--- config.mk ---
export PLATFORM = sky130hd
export DESIGN_NAME = gf163_clmul_serial_flat
export DESIGN_NICKNAME = d
export VERILOG_FILES = /design/src/rtl/gf163_clmul_serial_if.sv /design/src/rtl/gf163_clmul_serial.sv /design/src/flat_wrapper.sv
export SDC_FILE = /design/constraint.sdc
export NUM_CORES = 2
export LEC_CHECK = 0
export CAP_MARGIN = 5
export CORE_ASPECT_RATIO = 1.4
export CORE_UTILIZATION = 45
export DETAILED_ROUTE_END_ITERATION = 10
export PLACE_DENSITY = 0.7
export SLEW_MARGIN = 10
export SYNTH_ARGS = -nofsm -noshare
export SYNTH_HDL_FRONTEND = slang
export SYNTH_SLANG_ARGS = --single-unit
--- constraint.sdc ---
create_clock -name clk -period 39.4 [get_ports clk]
set_clock_uncertainty 0.05 [all_clocks]
set_input_delay 7.88 -clock clk [delete_from_list [all_inputs] [get_ports clk]]
set_output_delay 7.88 -clock clk [all_outputs]
set_load 0.01 [all_outputs]
--- src/rtl/gf163_clmul_serial_if.sv ---
// gf163_clmul_serial_if: operand/result bundle between the multiplier and its requester.
interface gf163_clmul_serial_if #(parameter int M = 163);
  logic           start;
  logic [M-1:0]   a;
  logic [M-1:0]   b;
  logic           busy;
  logic           done;
  logic [2*M-2:0] p;
  modport master (output start, a, b, input busy, done, p);
  modport slave  (input start, a, b, output busy, done, p);
endinterface

--- src/rtl/gf163_clmul_serial.sv ---
// gf163_clmul_serial: digit-serial carry-less multiplier, D bits of b per clock, MSB digit first.
module gf163_clmul_serial #(
  parameter int M = 163,
  parameter int D = 8
) (
  input logic               clk,
  input logic               rst,
  gf163_clmul_serial_if.slave bus
);
  localparam int N  = (M + D - 1) / D;
  localparam int NB = N * D;
  localparam int W  = 2 * M - 1;
  localparam int CW = $clog2(N + 1);
  typedef enum logic [1:0] {IDLE, RUN, DONE} state_t;
  state_t          state_q, state_d;
  logic [M-1:0]    a_q, a_d;
  logic [NB-1:0]   b_q, b_d;
  logic [W-1:0]    acc_q, acc_d, p_q, p_d, acc_nx, pp_ext;
  logic [CW-1:0]   cnt_q, cnt_d;
  logic            busy_q, busy_d, done_q, done_d;
  logic [D-1:0]    digit;
  logic [M+D-2:0]  a_ext, pp;
  // One digit step: shift the running sum up by D and fold in a_r times the current digit.
  always_comb begin
    digit = b_q[cnt_q*D +: D];
    a_ext = '0;
    a_ext[M-1:0] = a_q;
    pp = '0;
    for (int j = 0; j < D; j++) pp = pp ^ (digit[j] ? (a_ext << j) : '0);
    pp_ext = '0;
    pp_ext[M+D-2:0] = pp;
    acc_nx = (acc_q << D) ^ pp_ext;
  end
  always_comb begin
    state_d = state_q;
    a_d     = a_q;
    b_d     = b_q;
    acc_d   = acc_q;
    cnt_d   = cnt_q;
    p_d     = p_q;
    if (state_q == IDLE && bus.start) begin
      a_d          = bus.a;
      b_d          = '0;
      b_d[M-1:0]   = bus.b;
      acc_d        = '0;
      cnt_d        = CW'(N - 1);
      state_d      = RUN;
    end else if (state_q == RUN) begin
      acc_d = acc_nx;
      if (cnt_q == '0) begin
        p_d     = acc_nx;
        state_d = DONE;
      end else begin
        cnt_d = cnt_q - 1'b1;
      end
    end else if (state_q == DONE) begin
      state_d = IDLE;
    end
    busy_d = state_d == RUN;
    done_d = state_d == DONE;
  end
  always_ff @(posedge clk or posedge rst) begin
    if (rst) begin
      state_q <= IDLE;
      a_q     <= '0;
      b_q     <= '0;
      acc_q   <= '0;
      cnt_q   <= '0;
      p_q     <= '0;
      busy_q  <= 1'b0;
      done_q  <= 1'b0;
    end else begin
      state_q <= state_d;
      a_q     <= a_d;
      b_q     <= b_d;
      acc_q   <= acc_d;
      cnt_q   <= cnt_d;
      p_q     <= p_d;
      busy_q  <= busy_d;
      done_q  <= done_d;
    end
  end
  assign bus.busy = busy_q;
  assign bus.done = done_q;
  assign bus.p    = p_q;
endmodule

--- src/flat_wrapper.sv ---
// flat-port wrapper written by rule: the top's interface ports become plain ports
module gf163_clmul_serial_flat 
#(
  parameter int M = 163,
  parameter int D = 8
)
  (clk, rst, bus_start, bus_a, bus_b, bus_busy, bus_done, bus_p);
  gf163_clmul_serial_if #(.M(M)) bus_i ();
  input logic clk;
  input logic rst;
  input wire logic [$bits(bus_i.start)-1:0] bus_start;
  input wire logic [$bits(bus_i.a)-1:0] bus_a;
  input wire logic [$bits(bus_i.b)-1:0] bus_b;
  output wire logic [$bits(bus_i.busy)-1:0] bus_busy;
  output wire logic [$bits(bus_i.done)-1:0] bus_done;
  output wire logic [$bits(bus_i.p)-1:0] bus_p;
  assign bus_i.start = bus_start;
  assign bus_i.a = bus_a;
  assign bus_i.b = bus_b;
  assign bus_busy = bus_i.busy;
  assign bus_done = bus_i.done;
  assign bus_p = bus_i.p;
  gf163_clmul_serial #(.M(M), .D(D)) u_core (.clk(clk), .rst(rst), .bus(bus_i));
endmodule
==> results.sh <==
export IMPL_status="completed"
export IMPL_yosys_warnings=0
export IMPL_ios=656
export IMPL_slowest_delay_ns=0.93
export IMPL_remaining_drc_errors=0
export IMPL_synth_cell_type_count=51
export IMPL_cts_tree="built"
export IMPL_ys_seq_elements=977
export IMPL_fp_dieH_microns=424
export IMPL_slew_limit_headroom_pct=20.7
export IMPL_worst_endpoint_arrival_ns=12.10
export IMPL_synth_largest_area_cell="sky130_fd_sc_hd__dfrtp_1"
export IMPL_postLayoutCellArea_sq_mm=0.0673
export IMPL_critical_path_max_fanout=96
export IMPL_synth_enable_flop_cells=0
export IMPL_core_area_sq_mm=0.126
export IMPL_insertion_delay_ns=0.72
export IMPL_postCtsSetupRepairBufs=0
export IMPL_post_dp_cell_area_sq_mm=0.0638
export IMPL_route_vias_total=48300
export IMPL_synth_area_per_cell_sq_um=8.44
export IMPL_worst_min_delay_path_class="reg -> reg"
export IMPL_pin_count_of_the_biggest_net_entering_global_routing=218
export IMPL_dp_worst_setup_slack_ns=27.03
export IMPL_finalSetupViolCount=0
export IMPL_detail_route_first_pass_iterations=7
export IMPL_top_area_cells_in_the_synthesized_netlist="sky130_fd_sc_hd__dfrtp_1, sky130_fd_sc_hd__nand2_1, sky130_fd_sc_hd__xnor2_1, sky130_fd_sc_hd__o21ai_0, sky130_fd_sc_hd__xnor3_1"
export IMPL_grt_pass1_vias=47600
export IMPL_dr_wl_cell_microns=20.6
export IMPL_path_cells="clkdlybuf4s50_1, or3b_4, buf_4, buf_4, buf_4, nand3_1, nand2_1"
export IMPL_max_freq_mhz=86.9
export IMPL_cts_max_path_buffers=3
export IMPL_final_layout_size_suffix_gt1_share_pct=4.16
export IMPL_routed_wirelength_microns=179000
export IMPL_drv_max_cap_violation_count=0
export IMPL_setup_cp_type="in -> reg"
export IMPL_grt_antenna_before_repair=20
export IMPL_syn_instance_count=6785
export IMPL_synth_top_cell_area_share_pct=42.7
export IMPL_clk_pin_slew_ns=0.06
export IMPL_sequential_share_of_the_synthesized_area_pct=42.7
export IMPL_final_max_slew_viol_count=0
export IMPL_timing_final_ws_setup_ns=27.90
export IMPL_tightestPinTransition_ns=1.19
export IMPL_cts_root_buf="sky130_fd_sc_hd__clkbuf_16"
export IMPL_cts_htree_levels=3
export IMPL_critical_path_startpoint_type="input pin"
export IMPL_crit_buf_inv=4
export IMPL_period_needed_ns=11.50
export IMPL_placement_rows=154
export IMPL_floorplan_die_area_sq_mm=0.129
export IMPL_place_congestion=0.863
export IMPL_cp_required_ns=40.00
export IMPL_route_detailed_vias_per_inst=5.57
export IMPL_cts_repair_resized_insts=0
export IMPL_grt_util_all_layers_pct=27.3
export IMPL_wire_length_of_the_first_global_routing_pass_microns=276000
export IMPL_post_cts_hold_buffer_count=0
export IMPL_critical_path_endpoint_type="register"
export IMPL_postSynth_topFlopCell="sky130_fd_sc_hd__dfrtp_1"
export IMPL_clock_sinks=977
export IMPL_drtAntennaViolNets=0
export IMPL_syn_num_nets=7115
export IMPL_drt_first_iter_violations=4460
export IMPL_syn2layout_area_growth_pct=17.6
export IMPL_final_net_count=7274
export IMPL_final_period_utilization_pct=29.2
export IMPL_timing_critical_path_mode_cell="sky130_fd_sc_hd__buf_4"
export IMPL_rsz0062_at_grt="false"
export IMPL_port_buffers=655
export IMPL_place_hpwl_microns=115000
export IMPL_syn_cell_area_sq_mm=0.0572
export IMPL_timing_hold_violations_final=0
export IMPL_slowest_cp_cell="sky130_fd_sc_hd__buf_4"
export IMPL_numCtsBuffers=98
export IMPL_setup_tns_ns=0
export IMPL_kind_of_cell_adding_the_most_delay_to_the_critical_path="buffers and inverters"
export IMPL_floorplan_die_width_microns=303
export IMPL_floorplan_initialDensity_pct=45.4
export IMPL_async_flop_share_pct=100
export IMPL_globalRouteOverflowTotal=0
## per-layer routing
metal / GRT usage (%) / part of all wire (%)
met1: 34.3 / 39
met2: 44.5 / 48
met3: 6.10 / 9.0
met4: 13.0 / 4.3
met5: 0 / 0.10
## metrics by stage
stage,utilization (%),cells,hold WS (ns)
after global placement,50.6,8482,0.400
after floorplan,-,6785,0.387
final,53.4,8663,0.421
after detailed placement,50.6,8482,0.405
after CTS,53.4,8662,0.422
after global routing,53.4,8662,0.430
## flip-flops by register name (all words and copies together) (netlist names)
register,flops
u_core.bus.p,325
u_core.acc_q,317
u_core.a_q,163
u_core.b_q,163
u_core.cnt_q,5
u_core.state_q,2
u_core.bus.busy,1
u_core.bus.done,1
## worst min-delay path: stages, from the launching register on
cell	delay, ns
sky130_fd_sc_hd__dfrtp_1	0.34
sky130_fd_sc_hd__nand2_1	0.05
sky130_fd_sc_hd__nand2_1	0.05
## cells in the final DEF, fill, tap and decap left out, drive strengths merged, types with 3 or more instances in the layout
master            n
buf              62
nor2b             3
mux2              5
clkdlybuf4s50   655
nand2          2424
mux4             29
a22oi             5
nor3b             5
mux2i            22
o21ai          1147
or2               4
clkbuf          125
clkinvlp         10
o21a              4
xor2            295
a22o              6
clkinv           22
a32o              5
inv              16
nand3           318
nand2b            3
xnor2           684
dfrtp           977
xnor3           159
nor2              5
bufinv           12
## cell usage after synthesis, drive strengths merged, types with 2 or more instances
master  instances
a21boi          2
a22o            6
a22oi           5
a32o            5
a32oi           2
buf           124
clkbuf        534
dfrtp         977
inv             5
mux2            5
mux2i          22
mux4           29
nand2        2424
nand2b          3
nand3         318
nor2            5
nor2b           3
nor3            2
nor3b           5
nor4b           2
o21a            4
o21ai        1147
or2             4
xnor2         684
xnor3         159
xor2          295
## cells by family after synthesis
| kind of cell | after synthesis | share of synthesized area [%] |
|---|---|---|
| AOI/OAI and AO/OA | 1179 | 10.5 |
| buffers and inverters | 663 | 4.85 |
| xor gates and xnor gates | 1138 | 21.2 |
| and+or+nand+nor | 2771 | 19.0 |
| adders and majority gates | 1 | 0.0219 |
| muxes | 56 | 1.65 |
| DFF | 977 | 42.7 |
## cell type report
type	instances	area, sq um
fillers	11400	58700
multi-input cells	5145	30200
flip-flops and latches	977	24500
repair buffers	717	7100
clock buffers	125	2710
well taps	1638	2050
clock inverters	55	747
inverters	5	28.8
diodes	1	2.50
## final timing paths
check | start | slack, ns | cells after the start | endpoint
worst max-delay path | bus_start | 27.90 | 7 | u_core.acc_q[300]
worst min register to register | u_core.acc_q[309] | 0.42 | 2 | u_core.bus.p[317]
worst min-delay path | u_core.acc_q[309] | 0.42 | 2 | u_core.bus.p[317]
min in group asynchronous | rst | 7.64 | 2 | u_core.acc_q[113]
worst max register to register | u_core.cnt_q[0] | 33.97 | 11 | u_core.bus.p[163]
max in group asynchronous | rst | 27.91 | 6 | u_core.a_q[15]
Power is not shown: default switching activity piles up to over one toggle a cycle in this logic, so the estimate is an artifact.
